--- config.mk ---
export PLATFORM = sky130hd
export DESIGN_NAME = mem_port_arbiter
export DESIGN_NICKNAME = d
export VERILOG_FILES = /design/src/rtl/mem_port_arbiter.sv
export SDC_FILE = /design/constraint.sdc
export NUM_CORES = 1
export LEC_CHECK = 0
export CAP_MARGIN = 10
export CORE_MARGIN = 3
export CORE_UTILIZATION = 39
export CTS_BUF_LIST = sky130_fd_sc_hd__clkbuf_2 sky130_fd_sc_hd__clkbuf_4 sky130_fd_sc_hd__clkbuf_8
export DETAILED_ROUTE_END_ITERATION = 8
export PLACE_DENSITY = 0.87
export SYNTH_ARGS = -nofsm -noshare
export SYNTH_HDL_FRONTEND = slang
export SYNTH_SLANG_ARGS = --single-unit
export TNS_END_PERCENT = 30
--- constraint.sdc ---
create_clock -name clk -period 1.6 [get_ports clk]
set_clock_uncertainty 0.2 [all_clocks]
set_input_delay 0.32 -clock clk [delete_from_list [all_inputs] [get_ports clk]]
set_output_delay 0.32 -clock clk [all_outputs]
set_load 0.1 [all_outputs]
--- src/rtl/mem_port_arbiter.sv ---
// rtl/mem_port_arbiter.sv - round-robin arbiter sharing one synchronous memory port between IF and DM
module mem_port_arbiter #(
    parameter int ADDR_W      = 8,
    parameter int DATA_W      = 16,
    parameter int MEM_LATENCY = 2
) (
    input  logic              clk,
    input  logic              reset,
    input  logic              if_req,
    input  logic [ADDR_W-1:0] if_addr,
    output logic              if_ack,
    output logic [DATA_W-1:0] if_rdata,
    input  logic              dm_req,
    input  logic              dm_we,
    input  logic [ADDR_W-1:0] dm_addr,
    input  logic [DATA_W-1:0] dm_wdata,
    output logic              dm_ack,
    output logic [DATA_W-1:0] dm_rdata,
    output logic              mem_en,
    output logic              mem_we,
    output logic [ADDR_W-1:0] mem_addr,
    output logic [DATA_W-1:0] mem_wdata,
    input  logic [DATA_W-1:0] mem_rdata,
    output logic              busy
);

    localparam int CNT_W = (MEM_LATENCY < 2) ? 1 : $clog2(MEM_LATENCY + 1);
    localparam logic [CNT_W-1:0] LAT_LAST = CNT_W'(MEM_LATENCY);

    // Grant encoding: 0 = instruction fetch, 1 = data port.
    localparam logic GNT_IF = 1'b0;
    localparam logic GNT_DM = 1'b1;

    typedef enum logic [1:0] {
        IDLE  = 2'd0,
        ISSUE = 2'd1,
        WAIT  = 2'd2,
        RESP  = 2'd3
    } state_t;

    state_t             state;
    state_t             next_state;
    logic [CNT_W-1:0]   count;
    logic               grant;
    logic               last_grant;
    logic               mask_pend;
    logic               lat_we;
    logic [ADDR_W-1:0]  lat_addr;
    logic [DATA_W-1:0]  lat_wdata;
    logic [DATA_W-1:0]  if_rdata_q;
    logic [DATA_W-1:0]  dm_rdata_q;

    logic               if_vld;
    logic               dm_vld;
    logic               pick_dm;
    logic               wait_done;

    // Request qualification, round-robin choice and next-state decode.
    always_comb begin
        next_state = state;
        if_vld     = if_req & ~(mask_pend & (last_grant == GNT_IF));
        dm_vld     = dm_req & ~(mask_pend & (last_grant == GNT_DM));
        pick_dm    = dm_vld & (~if_vld | (last_grant == GNT_IF));
        wait_done  = (count == LAT_LAST);
        case (state)
            IDLE:    if (if_vld | dm_vld) next_state = ISSUE;
            ISSUE:   next_state = WAIT;
            WAIT:    if (wait_done) next_state = RESP;
            RESP:    next_state = IDLE;
            default: next_state = IDLE;
        endcase
    end

    // FSM state register.
    always_ff @(posedge clk) begin
        if (reset) begin
            state <= IDLE;
        end else begin
            state <= next_state;
        end
    end

    // Grant latches, latency counter, read-data capture and fairness history.
    always_ff @(posedge clk) begin
        if (reset) begin
            count      <= '0;
            grant      <= GNT_IF;
            last_grant <= GNT_DM;
            mask_pend  <= 1'b0;
            lat_we     <= 1'b0;
            lat_addr   <= '0;
            lat_wdata  <= '0;
            if_rdata_q <= '0;
            dm_rdata_q <= '0;
        end else begin
            // Only the single IDLE cycle right after RESP masks the served requester.
            mask_pend <= (state == RESP);
            case (state)
                IDLE: begin
                    if (if_vld | dm_vld) begin
                        grant     <= pick_dm;
                        lat_we    <= pick_dm ? dm_we : 1'b0;
                        lat_addr  <= pick_dm ? dm_addr : if_addr;
                        lat_wdata <= pick_dm ? dm_wdata : '0;
                    end
                end
                ISSUE: begin
                    count <= CNT_W'(1);
                end
                WAIT: begin
                    if (wait_done) begin
                        if (!lat_we) begin
                            if (grant == GNT_DM) begin
                                dm_rdata_q <= mem_rdata;
                            end else begin
                                if_rdata_q <= mem_rdata;
                            end
                        end
                    end else begin
                        count <= count + 1'b1;
                    end
                end
                RESP: begin
                    last_grant <= grant;
                end
                default: ;
            endcase
        end
    end

    // Outputs decode purely from registered state; no req input reaches them combinationally.
    always_comb begin
        mem_en    = (state == ISSUE);
        mem_we    = (state == ISSUE) & lat_we;
        mem_addr  = (state == ISSUE) ? lat_addr : '0;
        mem_wdata = (state == ISSUE) ? lat_wdata : '0;
        if_ack    = (state == RESP) & (grant == GNT_IF);
        dm_ack    = (state == RESP) & (grant == GNT_DM);
        busy      = (state != IDLE);
        if_rdata  = if_rdata_q;
        dm_rdata  = dm_rdata_q;
    end

endmodule
==> results.yml <==
worst_setup_path:
  crit_family: "buffers and inverters"
  cp.arrival_ps: 1530
  r2r_cells: 9
  max_stage_delay_ps: 330
  path_max_fanout: 13
  crit_type: "reg2out"
  endpoint_kind: "output port"
  cp_slowest_cell: "dfxtp_2"
  reg2reg_to: "lat_wdata[0]"
  path_common_cell: "buf_12"
  critPathBufInv: 3
  r2r-start: "state[0]"
  reg2reg_slack_ps: -450
  path_cells: "buf_6 -> ha_4 -> buf_12 -> and2_2 -> buf_12"
  crit_path_start_kind: "flip-flop"
  worst_ep_required_time_ps: 1080
floorplan:
  core_um2: 6420
  dieArea_um2: 7690
  start_util_pct: 40.5
  io_pins: 114
  rows: 29
  die_h_um: 87.7
  dieWidth_um: 87.7
run_status:
  failed_checks: "negative setup slack"
  outcome: "finished with violations"
sta:
  clock.fmax_ghz: 0.487
  grt_setup_unrepaired: "true"
  hold_viol_final: 0
  finalCritPeriodShare_pct: 128
  max-slew-margin-rel_pct: 72.2
  timing.hold.ws_ps: 118
  fin_crit_ps: 2050
  fin_ws_ps: -454
  worstMarginPinSlew_ps: 405
  slew_viol_final: 0
  finalSetupViolCount: 90
  setup_tns_ps: -28980
global_route:
  grt_max_degree: 22
  gr-usage-all-layers_pct: 25.9
  grt_pass1_vias: 2843
  gr-total-overflow: 0
  antenna_found_initial: 0
  grt_pass1_wl_um: 15000
yosys:
  synthArstFlopShare_pct: 0
  ys_seq_area_share_pct: 49.2
  synth.area.top_cells: "dfxtp_1 49%, nand2_1 11%, and2_1 6.5%"
  synth_common_cells: "76 x nand2_1, 64 x dfxtp_1, 33 x a21oi_1"
  synth_edf_count: 0
  syn_avg_cell_area_um2: 8.65
  synth_fp_nets: 359
  synth_top_area_share_pct: 49.2
  synth_most_common_cell: "nand2_1"
  synth.largest_area_cell: "dfxtp_1"
  synth_cell_types: 31
  synth_area_um2: 2600
  synthCells: 301
  ys_ff_latch: 64
  yosys_most_used_dff: "dfxtp_1"
  yosys_warnings: 0
cells_and_area:
  layout-drive-gt1-share_pct: 38.5
  design_area_um2: 5190
  utilization_pct: 80.9
  area_delta_synth_final_pct: 99.5
  nFillCells: 344
  regArea_um2: 1280
  stdcell_count: 529
  multi_input_area_um2: 1390
  antenna_cells: 0
  fin_nets: 506
route:
  vias: 2795
  wirelength_um: 9650
  via_per_inst: 5.28
  post_drt_wl_per_cell_um: 18.2
  drc: 0
  drt_iter0_markers: 136
  firstDrtPassIters: 5
  antenna_left: 0
clocking:
  cts_inserted_buffers: 9
  worstSkewPairLatency_ps: 330
  ctsHoldBuffers: 0
  max-clock-path-buffers: 2
  path_clk_slew_ps: 70
  h-tree-depth: 3
  clock-root-buffer: "clkbuf_8"
  cts.sinks: 64
  cts_tree: "yes"
placed_design:
  place_congestion: 0.790
  dp.cells: 504
  numPortBuffers: 113
  dpl_cell_area_um2: 4730
  dp_hpwl_um: 6290
hold_path:
  hp-class: "in2reg"
  hp-start: "reset"
  holdPathStages: 2
  hold_end: "lat_addr[0]"
flow_run:
  cap_violations: 0
pwr:
  powerDensity_nw_per_um2: 1330
  p_leak_nw: 2.02
  vdd.ir_drop.worst_v: 0.00102
what timing repair did:
| action | CTS | global route |
|---|---|---|
| gates cloned | 2 | 0 |
| setup endpoints to repair | 90 | 91 |
| pin swaps | 5 | 10 |
| buffers inserted | 3 | 5 |
| resized for setup | 26 | 13 |
routing by layer:
layer / vias up / routed length [um] / part of all wire, % / track usage (%)
li1: 1312 / - / - / -
met5: - / 0 / 0 / 0
met2: 97 / 5260 / 54 / 47.4
met1: 1366 / 3680 / 38 / 29.6
met3: 20 / 446 / 4.6 / 4.14
met4: 0 / 265 / 2.7 / 10.6
worst register-to-register path, stage by stage (launching register included):
cell	delay (ps)
dfxtp_2	330
buf_4	150
inv_4	60
ha_4	160
clkinvlp_4	150
a211oi_4	310
buf_4	190
nor2_4	30
buf_12	150
a22o_1	200
through the flow:
stage | power (mW) | setup slack, ps
after global routing | 7.10 | -504
after CTS | 6.62 | -437
after global placement | 4.55 | -483
after detailed placement | 4.65 | -564
after floorplan | 3.54 | -644
final | 6.89 | -454
worst max path at each step:
stage | from | endpoint | slack, ps | cells after the start
2_1_floorplan | state[1] | lat_wdata[10] | -640 | 7
3_3_place_gp | dm_req | lat_addr[0] | -480 | 6
3_5_place_dp | if_req | lat_addr[2] | -560 | 6
4_1_cts | state[0] | mem_addr[0] | -440 | 5
5_1_grt | state[0] | lat_wdata[0] | -500 | 9
6_report | state[0] | mem_addr[3] | -450 | 5
power by group:
group / internal [mW] / switching (mW)
combinational: 1.55 / 1.86
clock: 0.969 / 0.593
sequential: 1.77 / 0.144
total: 4.29 / 2.59
final cells by class:
cell class / count / area share [%]
timing repair buffer: 153 / 41.6
multi-input combinational: 212 / 26.8
sequential: 64 / 24.7
clock buffer: 12 / 3.06
tap: 77 / 1.85
clock inverter: 3 / 1.25
inverter: 8 / 0.747
state kept, by name, indices dropped and copies added (netlist names):
name	flops
last_grant	1
state	2
lat_addr	8
if_rdata	16
count	2
dm_rdata	16
lat_we	1
grant	1
mask_pend	1
lat_wdata	16
cell usage in the layout, fill, tap and decap left out, types with 2 or more instances in the layout:
master	count
mux2i_1	3
buf_4	27
inv_4	2
dfxtp_1	62
a22o_1	17
clkdlybuf4s50_1	51
inv_1	5
and2_4	20
o21ai_0	4
a311oi_2	4
nand2_1	72
dfxtp_2	2
buf_6	6
nand3_1	7
clkbuf_8	11
nor3b_2	2
bufinv_16	2
ha_4	4
buf_12	66
buf_16	2
a221oi_2	2
a311oi_1	4
nand2_2	4
nor2_4	4
and2_2	6
a21oi_1	32
nor2_1	12
logic make-up after synthesis:
| logic type | after synthesis | synth area share (%) |
|---|---|---|
| mux | 4 | 1.59 |
| simple gates | 135 | 23.8 |
| flops | 64 | 49.2 |
| compound gates | 68 | 18.6 |
| buf+inv | 25 | 4.37 |
| fa+ha+maj | 5 | 2.40 |
No activity file was read; power rests on OpenSTA's default activity.
